==> src/rtl/pc_gen_if.sv <==
// Fetch-PC stream between the PC generator and the instruction fetch unit.
// AXI-Stream style valid/ready handshake carrying one fetch address per beat.
interface pc_gen_if #(
    parameter int unsigned XLEN = 32
);
    logic            tvalid;
    logic            tready;
    logic [XLEN-1:0] tdata;

    modport master (
        output tvalid,
        output tdata,
        input  tready
    );

    modport slave (
        input  tvalid,
        input  tdata,
        output tready
    );
endinterface

==> src/rtl/pc_gen.sv <==
// Program counter generator: issues sequential fetch PCs, takes back-end redirects
// (flushing the front end), supports a halt handshake and counts accepted fetches.
module pc_gen #(
    parameter int unsigned        XLEN         = 32,
    parameter logic [XLEN-1:0]    RESET_VECTOR = {XLEN{1'b0}},
    parameter int unsigned        INST_BYTES   = 4
) (
    input  logic            clk,
    input  logic            rst,
    input  logic            redirect_valid,
    input  logic [XLEN-1:0] redirect_pc,
    input  logic            halt_req,
    output logic            halt_ack,
    pc_gen_if.master        pcg,
    output logic            invalidate,
    output logic [63:0]     fetch_count
);

    localparam logic [1:0] BOOT  = 2'd0;
    localparam logic [1:0] RUN   = 2'd1;
    localparam logic [1:0] FLUSH = 2'd2;
    localparam logic [1:0] HALT  = 2'd3;

    localparam logic [XLEN-1:0] INST_STEP = XLEN'(INST_BYTES);

    // Redirect targets are word aligned regardless of what the back end sends.
    function automatic logic [XLEN-1:0] align_pc(input logic [XLEN-1:0] pc);
        return {pc[XLEN-1:2], 2'b00};
    endfunction

    function automatic logic [XLEN-1:0] seq_pc(input logic [XLEN-1:0] pc);
        return pc + INST_STEP;
    endfunction

    logic [1:0]      state_r;
    logic [1:0]      state_nxt_s;
    logic [XLEN-1:0] pc_r;
    logic [XLEN-1:0] pc_nxt_s;
    logic [63:0]     count_r;
    logic [63:0]     count_nxt_s;
    logic            tvalid_r;
    logic            invalidate_r;
    logic            halt_ack_r;
    logic            beat_s;

    assign beat_s = tvalid_r & pcg.tready;

    // Next-state, next-PC and fetch counter; redirect outranks every state transition.
    always_comb begin
        state_nxt_s = state_r;
        pc_nxt_s    = pc_r;
        count_nxt_s = count_r;

        if (beat_s) begin
            count_nxt_s = count_r + 64'd1;
            pc_nxt_s    = seq_pc(pc_r);
        end else begin
            count_nxt_s = count_r;
            pc_nxt_s    = pc_r;
        end

        if (redirect_valid) begin
            state_nxt_s = FLUSH;
            pc_nxt_s    = align_pc(redirect_pc);
        end else begin
            case (state_r)
                BOOT: begin
                    if (halt_req) begin
                        state_nxt_s = HALT;
                    end else begin
                        state_nxt_s = RUN;
                    end
                end
                RUN: begin
                    // Halt only takes effect on a beat so a presented PC is never withdrawn.
                    if (beat_s && halt_req) begin
                        state_nxt_s = HALT;
                    end else begin
                        state_nxt_s = RUN;
                    end
                end
                FLUSH: begin
                    if (halt_req) begin
                        state_nxt_s = HALT;
                    end else begin
                        state_nxt_s = RUN;
                    end
                end
                HALT: begin
                    if (halt_req) begin
                        state_nxt_s = HALT;
                    end else begin
                        state_nxt_s = RUN;
                    end
                end
                default: begin
                    state_nxt_s = BOOT;
                end
            endcase
        end
    end

    // State, PC, counter and outputs; outputs are decoded from the next state and registered.
    always_ff @(posedge clk) begin
        if (!rst) begin
            state_r      <= BOOT;
            pc_r         <= RESET_VECTOR;
            count_r      <= 64'd0;
            tvalid_r     <= 1'b0;
            invalidate_r <= 1'b0;
            halt_ack_r   <= 1'b0;
        end else begin
            state_r      <= state_nxt_s;
            pc_r         <= pc_nxt_s;
            count_r      <= count_nxt_s;
            tvalid_r     <= (state_nxt_s == RUN);
            invalidate_r <= (state_nxt_s == FLUSH);
            halt_ack_r   <= (state_nxt_s == HALT);
        end
    end

    assign pcg.tvalid  = tvalid_r;
    assign pcg.tdata   = pc_r;
    assign invalidate  = invalidate_r;
    assign halt_ack    = halt_ack_r;
    assign fetch_count = count_r;

endmodule

==> src/flat_wrapper.sv <==
// flat-port wrapper written by rule: the top's interface ports become plain ports
module pc_gen_flat 
#(
    parameter int unsigned        XLEN         = 32,
    parameter logic [XLEN-1:0]    RESET_VECTOR = {XLEN{1'b0}},
    parameter int unsigned        INST_BYTES   = 4
)
  (clk, rst, redirect_valid, redirect_pc, halt_req, halt_ack, invalidate, fetch_count, pcg_tvalid, pcg_tdata, pcg_tready);
  pc_gen_if #(.XLEN(XLEN)) pcg_i ();
  input  logic clk;
  input  logic rst;
  input  logic redirect_valid;
  input  logic [XLEN-1:0] redirect_pc;
  input  logic halt_req;
  output logic halt_ack;
  output logic invalidate;
  output logic [63:0] fetch_count;
  output wire logic [$bits(pcg_i.tvalid)-1:0] pcg_tvalid;
  output wire logic [$bits(pcg_i.tdata)-1:0] pcg_tdata;
  input wire logic [$bits(pcg_i.tready)-1:0] pcg_tready;
  assign pcg_tvalid = pcg_i.tvalid;
  assign pcg_tdata = pcg_i.tdata;
  assign pcg_i.tready = pcg_tready;
  pc_gen #(.XLEN(XLEN), .RESET_VECTOR(RESET_VECTOR), .INST_BYTES(INST_BYTES)) u_core (.clk(clk), .rst(rst), .redirect_valid(redirect_valid), .redirect_pc(redirect_pc), .halt_req(halt_req), .halt_ack(halt_ack), .pcg(pcg_i), .invalidate(invalidate), .fetch_count(fetch_count));
endmodule
==> config.mk <==
export PLATFORM = sky130hd
export DESIGN_NAME = pc_gen_flat
export DESIGN_NICKNAME = d
export VERILOG_FILES = /design/src/rtl/pc_gen_if.sv /design/src/rtl/pc_gen.sv /design/src/flat_wrapper.sv
export SDC_FILE = /design/constraint.sdc
export NUM_CORES = 1
export LEC_CHECK = 0
export CORE_MARGIN = 2
export CORE_UTILIZATION = 51
export DETAILED_ROUTE_END_ITERATION = 7
export PLACE_DENSITY_LB_ADDON = 0.15
export SYNTH_ARGS = -nofsm -noshare
export SYNTH_HDL_FRONTEND = slang
export SYNTH_SLANG_ARGS = --single-unit
export TNS_END_PERCENT = 5
==> constraint.sdc <==
create_clock -name clk -period 5.3 [get_ports clk]
set_input_delay 0.795 -clock clk [delete_from_list [all_inputs] [get_ports clk]]
set_output_delay 0.795 -clock clk [all_outputs]
set_load 0.01 [all_outputs]
After elaboration in Yosys (flattened, before gate mapping) --
Cells that the tools add are included.
Storage, ports and cells: flip-flop bits (word level) 101, input bits 37, output and inout port bits 99, logic and storage cells 28
Operators by class: add/subtract/negate cells 2, equal/unequal tests 6, muxes and demuxes 6, bitwise operators 2, reductions and logical operators 5
Operator list (number):
- $add A64 B1 Y64 const B | 1
- $mux W32 | 2
- $add A32 B3 Y32 const B | 1
- $eq A2 B2 Y1 const B | 4
- $mux W2 | 3
- $eq A2 B1 Y1 const B | 2
- $pmux W2 S2 | 1
- $reduce_or A3 Y1 | 1
- $logic_not A2 Y1 | 1
- $reduce_bool A2 Y1 | 1
- $reduce_or A2 Y1 | 1
- $and A1 B1 Y1 | 1
- $logic_and A1 B1 Y1 | 1
- $not A1 Y1 | 1

Depth between registers and ports, before layout --
Gate-level depths: netlist of run 1.
depth in word-level cells 6, gate-level depth with buffers 7, gate-level depth less buffers 6

Worst setup path before layout of run 1 --
Ideal clock, no wire load.
kind input to register, from input port pcg_tready, to register u_core.count_r[60] (netlist: u_core.fetch_count[60]), setup time 71 ps, data arrival time 2147 ps, data required time 5229 ps, slack 3083 ps, cell stages on the path 6, path buffers 1, cell sequence nand3_1 > nor4_4 > nand3_2 > buf_2 > or4_1 > a21oi_1
Between the ends: longest elaborated chain between the ends 1
RTL lines:
- start, declared | line flat_wrapper.sv:20 | input wire logic [$bits(pcg_i.tready)-1:0] pcg_tready;
- $and A1 B1 Y1 | line pc_gen.sv:46 | assign beat_s = tvalid_r & pcg.tready;
- end signal, assigned | line pc_gen.sv:115 | count_r <= count_nxt_s;
- end, declared | line pc_gen.sv:39 | logic [63:0] count_r;
Every way passes these cells. A chain may end at the register's enable or synchronous reset.

Worst setup path in the final report of run 1 --
from register u_core.count_r[13] (netlist: u_core.fetch_count[13]), to register u_core.count_r[63] (netlist: u_core.fetch_count[63])
Between the ends: longest elaborated chain between the ends 1
RTL lines:
- $add A64 B1 Y64 | line pc_gen.sv:55 | count_nxt_s = count_r + 64'd1;
Every way passes these cells.

==> impl_metrics.env, run 1 <==
export IMPL_postRouteAntennaNets=0
export IMPL_crit_end="u_core.fetch_count[63]"
export IMPL_setup_viol=0
export IMPL_syn_cell_area_mm2=0.00465
export IMPL_yosysSeqAreaShare_pct=42.6
export IMPL_insertion_delay_ps=360
export IMPL_post_cts_setup_buffer_count=0
export IMPL_drt_total_wl_um=12200
export IMPL_vias=4494
export IMPL_slew_headroom_pct=31.6
export IMPL_fin_crit_sh_pct=55.2
export IMPL_ys_types=36
export IMPL_place_congestion=0.841
export IMPL_yosysWarnings=0
export IMPL_final_max_slew_viol_count=0
export IMPL_cts_max_level=3
export IMPL_critPathCaptureType="flop"
export IMPL_critPathLaunchType="flop"
export IMPL_rsz0062_at_grt="false"
export IMPL_p_leak_nw=2.03
export IMPL_startpoint="u_core.fetch_count[13]"
export IMPL_drc=0
export IMPL_r2r_slack_ps=2370
export IMPL_synth_seq_cells=99
export IMPL_criticalPathCategory="reg -> reg"
export IMPL_start_util_pct=53.0
export IMPL_fmax_ghz=0.342
export IMPL_worst_pin_slew_ps=1020
export IMPL_period_needed_ps=2930
export IMPL_grt_usage_pct=24.2
export IMPL_path_cells="nand4_1, nor4_2, nand4_1, or4_1, a21oi_1"
export IMPL_antenna_found_initial=0
export IMPL_cp_max_fo=11
export IMPL_max_stage_delay_ps=920
export IMPL_r2r_end="u_core.fetch_count[63]"
export IMPL_crit_slowest_cell="nor4_2"
export IMPL_final_nets=715
export IMPL_yosysTopAreaCell="dfxtp_1"
export IMPL_hpwl_um=8660
export IMPL_synth_top_area_share_pct=42.6
export IMPL_die_x_um=99.5
export IMPL_cp_num_cells=5
export IMPL_hold_violations=0
export IMPL_crit_path_frequent_cell="nand4_1"
export IMPL_outcome="finished clean"
export IMPL_netlist_instances=556
export IMPL_rows=34
export IMPL_design_core_area_mm2=0.00876
export IMPL_vias_per_cell=5.70
export IMPL_maxCapViolCount=0
export IMPL_synth_area_per_cell_um2=8.36
export IMPL_synth_async_reset_ratio_pct=0
export IMPL_cts_sinks=99
export IMPL_peakVddDrop_mv=0.119
export IMPL_place_ws_ps=2210
export IMPL_worstPathBufferInverterCount=0
export IMPL_cts_buffers=9
export IMPL_wl_per_cell_um=15.4
export IMPL_rr_worst_depth=5
export IMPL_cts_hold_buffers_added=0
export IMPL_die_h_um=99.5
export IMPL_ctsResizeCount=0
export IMPL_p_per_area_mw_per_mm2=225
export IMPL_grt_max_degree=39
export IMPL_skew_ps=13.2
export IMPL_synthTopCellsByArea="dfxtp_1 43%, xor2_1 6.2%, xnor2_1 5.8%, a21oi_1 5.3%, nor2_1 4.4%"
export IMPL_ctsLongestPathBuffers=2
export IMPL_syn_to_final_growth_pct=33.7
export IMPL_synthMostInstantiatedCell="dfxtp_1"
export IMPL_drive_above_1_share_pct=4.41
export IMPL_r2r_start="u_core.fetch_count[13]"
export IMPL_grt_pass1_vias=4118
export IMPL_grt_overflow_total=0
export IMPL_worst_hold_path_type="reg -> reg"
export IMPL_dr_pass1_iters=4
export IMPL_io_pins=136
export IMPL_synth_edff_count=0
export IMPL_timing_setup_tns_ps=0
export IMPL_required_ps=5590
export IMPL_dieArea_mm2=0.00989
export IMPL_root_buffer="clkbuf_8"
export IMPL_cp_arrival_ps=3210
export IMPL_synth_flop_cell="dfxtp_1"
export IMPL_grt_pass1_wl_um=19700
export IMPL_worst_slack_ps=2370
export IMPL_n_antenna_cell=0
export IMPL_drt_iter0_markers=169
export IMPL_cts_tree="done"
export IMPL_yosys_top_cells_count="99 x dfxtp_1, 55 x nor2_1, 49 x a21oi_1, 41 x o21ai_0, 38 x nand3_1"
export IMPL_crit_family="simple AND/OR/NAND/NOR gates"
export IMPL_io_buffers=131
export IMPL_fillCellCount=715
export IMPL_path_clk_slew_ps=100
-- where the power goes --
| part | leakage [nW] | total [mW] | internal, mW | switching [mW] |
|---|---|---|---|---|
| logic | 1.13 | 0.122 | 0.0696 | 0.0522 |
| clock network | 0.0926 | 0.495 | 0.231 | 0.264 |
| registers | 0.806 | 0.783 | 0.761 | 0.0219 |
-- registers in the layout (all words and copies together), names as in the netlist --
signal and count:
u_core.pcg.tvalid 1, u_core.halt_ack 1, u_core.invalidate 1, u_core.state_r 2, u_core.pcg.tdata 30, u_core.fetch_count 64
-- worst min path at each step --
stage                     depth (start not counted)                endpoint                    from  slack [ps]
after CTS                                         2  u_core.fetch_count[63]  u_core.fetch_count[63]         480
after global routing                              2  u_core.fetch_count[63]  u_core.fetch_count[63]         500
after floorplan                                   2  u_core.fetch_count[63]  u_core.fetch_count[63]         500
final                                             2  u_core.fetch_count[63]  u_core.fetch_count[63]         480
after detailed placement                          2  u_core.fetch_count[63]  u_core.fetch_count[63]         470
after global placement                            2  u_core.fetch_count[63]  u_core.fetch_count[63]         460
-- final cells by class --
| type | instances | area (µm²) | share of cell area, % |
|---|---|---|---|
| Sequential cell | 99 | 1980 | 31.9 |
| Clock buffer | 12 | 145 | 2.34 |
| Tap cell | 108 | 135 | 2.18 |
| Clock inverter | 4 | 50.0 | 0.806 |
| Multi-Input combinational cell | 413 | 2490 | 40.0 |
| Timing Repair Buffer | 136 | 1350 | 21.7 |
| Inverter | 17 | 63.8 | 1.03 |
-- cell usage in the layout, fill, tap and decap left out, types with 3 or more instances in the layout --
cell and n:
a211oi_1 4, a21oi_1 49, a22o_1 3, and2_1 4
and3_1 7, and4_1 8, buf_4 5, clkbuf_8 10
clkdlybuf4s50_1 131, dfxtp_1 99, inv_1 15, nand2_1 32
nand3_1 38, nand4_1 32, nor2_1 55, nor3_1 10
nor4_1 11, nor4_2 3, o21ai_0 41, o31ai_1 8
or3_1 19, or4_1 8, xnor2_1 31, xor2_1 33
-- worst reg2reg max path, cell delays in order (launching register included) --
cell	delay, ps
dfxtp_1	430
nand4_1	230
nor4_2	920
nand4_1	570
or4_1	560
a21oi_1	140
-- per-stage QoR --
step                hold WS [ps]  cells  area (µm²)  power (mW)  util (%)
finish                       482    789        6210        1.40      70.9
global route                 502    789        6210        1.45      70.9
CTS                          485    789        6210        1.40      70.9
detailed placement           472    773        6020       0.922      68.6
global placement             459    773        6020       0.919      68.6
floorplan                    496    557        4650       0.850         -
-- routing by layer --
layer  share of wire [%]  track usage (%)  vias to the layer above  wire [µm]
li1                    -                -                     2222          -
met1                  46             32.3                     2138       5570
met2                  47             39.6                      122       5710
met3                 6.1             5.69                       12        740
met4                 1.2             6.22                        0        144
met5                   0                0                        -          0
-- logic make-up after synthesis --
| group | after synthesis | share of synthesized area (%) |
|---|---|---|
| AO/OA/AOI/OAI | 106 | 12.4 |
| XOR/XNOR | 64 | 12.1 |
| adder cells (fa/ha/maj) | 2 | 0.538 |
| buffers and inverters | 45 | 3.93 |
| flip-flops | 99 | 42.6 |
| multiplexers | 2 | 0.431 |
| other | 1 | 0.0807 |
| AND/OR/NAND/NOR | 237 | 27.9 |
(Power assumes the default switching activity.)
==> run 2: changes to the inputs <==
CORE_UTILIZATION = 48   (was 51)
clock period = 2.9 ns   (was 5.3 ns; I/O delays follow)
==> impl_metrics.env, run 2 (synthesis results as in run 1) <==
export IMPL_crit_slowest_cell="nor4_1"
export IMPL_fillCellCount=783
export IMPL_antenna_found_initial=0
export IMPL_syn_to_final_growth_pct=35.1
export IMPL_cts_hold_buffers_added=0
export IMPL_dieArea_mm2=0.0105
export IMPL_grt_usage_pct=23.5
export IMPL_p_sw_share_pct=23.4
export IMPL_place_congestion=0.832
export IMPL_die_x_um=102
export IMPL_cts_sinks=99
export IMPL_clockPowerShare_pct=35.6
export IMPL_fmax_ghz=0.394
export IMPL_p_int_mw=1.97
export IMPL_setup_viol=0
export IMPL_skew_ps=15.1
export IMPL_largest_register_ffs=64
export IMPL_hold_violations=0
export IMPL_final_core_util_pct=67.3
export IMPL_vias_per_cell=5.55
export IMPL_required_ps=3190
export IMPL_critPathLaunchType="flop"
export IMPL_dr_pass1_iters=4
export IMPL_period_needed_ps=2540
export IMPL_maxCapViolCount=0
export IMPL_final_max_slew_viol_count=0
export IMPL_path_cells="nand4_1, nor4_1, nand4_1, or4_1, a21oi_1"
export IMPL_drt_total_wl_um=12100
export IMPL_ctsLongestPathBuffers=2
export IMPL_max_stage_delay_ps=670
export IMPL_cp_max_fo=11
export IMPL_worstPathBufferInverterCount=0
export IMPL_worst_hold_path_type="reg -> reg"
export IMPL_crit_family="simple AND/OR/NAND/NOR gates"
export IMPL_grt_overflow_total=0
export IMPL_outcome="finished clean"
export IMPL_place_ws_ps=228
export IMPL_worst_pin_slew_ps=870
export IMPL_timing_setup_tns_ps=0
export IMPL_cp_arrival_ps=2830
export IMPL_cts_max_level=3
export IMPL_rsz0062_at_grt="false"
export IMPL_ctsResizeCount=0
export IMPL_mostFrequentLayoutCell="clkdlybuf4s50_1"
export IMPL_drt_iter0_markers=165
export IMPL_final_nets=719
export IMPL_peakVddDrop_mv=0.266
export IMPL_fin_crit_sh_pct=87.4
export IMPL_io_pins=136
export IMPL_grt_max_degree=31
export IMPL_combPwrFrac_pct=8.8
export IMPL_criticalPathCategory="reg -> reg"
export IMPL_grt_pass1_wl_um=19700
export IMPL_slew_headroom_pct=41.5
export IMPL_hpwl_um=8640
export IMPL_insertion_delay_ps=360
export IMPL_crit_path_frequent_cell="nand4_1"
export IMPL_root_buffer="clkbuf_8"
export IMPL_post_cts_setup_buffer_count=0
export IMPL_grt_pass1_vias=4162
export IMPL_vias=4516
export IMPL_die_h_um=102
export IMPL_critPathCaptureType="flop"
export IMPL_worst_slack_ps=364
export IMPL_start_util_pct=49.8
export IMPL_wl_per_cell_um=14.8
export IMPL_cts_tree="done"
export IMPL_rows=35
export IMPL_hold_ws_ps=487
export IMPL_seqPwrFrac_pct=55.6
export IMPL_io_buffers=131
export IMPL_path_clk_slew_ps=100
export IMPL_final_cell_mix="131 x clkdlybuf4s50_1, 99 x dfxtp_1, 55 x nor2_1"
export IMPL_design_core_area_mm2=0.00933
export IMPL_p_sw_mw=0.603
export IMPL_postRouteAntennaNets=0
export IMPL_p_per_area_mw_per_mm2=410
export IMPL_drc=0
export IMPL_p_leak_nw=2.06
export IMPL_n_antenna_cell=0
export IMPL_drive_above_1_share_pct=4.96
export IMPL_cts_buffers=9
run 2: cell types whose count changed in the layout (fill, tap and decap cells not counted), sizes merged:
| cell | previous run | this run |
|---|---|---|
| clkbuf | 12 | 13 |
| clkinvlp | 2 | 1 |
| buf | 5 | 9 |
run 2: cell type report:
cell class | instances | area, µm² | share of cell area [%]
multi-input cells | 413 | 2490 | 39.6
flip-flops and latches | 99 | 1980 | 31.6
repair buffers | 140 | 1380 | 22.0
well taps | 129 | 161 | 2.57
clock buffers | 13 | 159 | 2.53
inverters | 17 | 63.8 | 1.02
clock inverters | 3 | 46.3 | 0.737
run 2: worst min-delay path, delay by kind of cell, from the launching register on:
family | cells | cell delay, ps
flip-flops | 1 | 330
AO/OA/AOI/OAI | 2 | 110
run 2: per-layer routing:
metal	share of wire, %	global-route usage, %
met3	6.8	5.54
met2	47	36.8
met1	45	31.5
met4	1.6	8.72
met5	0	0
run 2: per-stage QoR:
| stage | area [µm²] | instances | total power [mW] |
|---|---|---|---|
| final | 6280 | 814 | 2.57 |
| after global routing | 6280 | 814 | 2.67 |
| after CTS | 6280 | 814 | 2.60 |
| after detailed placement | 6070 | 798 | 1.69 |
| after global placement | 6070 | 798 | 1.68 |
| after floorplan | 4650 | 557 | 1.55 |
run 2: power by group through the flow:
stage	clock [mW]	sequential (mW)	combinational, mW
6_report	0.917	1.43	0.225
5_1_grt	0.987	1.44	0.246
4_1_cts	0.938	1.43	0.227
3_5_place_dp	0	1.46	0.226
3_3_place_gp	0	1.46	0.224
2_1_floorplan	0	1.47	0.0841
run 2: final timing paths:
check / startpoint / endpoint / slack (ps) / depth (start not counted)
max reg2reg: u_core.fetch_count[33] / u_core.fetch_count[63] / 360 / 5
min: u_core.fetch_count[63] / u_core.fetch_count[63] / 490 / 2
max: u_core.fetch_count[33] / u_core.fetch_count[63] / 360 / 5
min reg2reg: u_core.fetch_count[63] / u_core.fetch_count[63] / 490 / 2
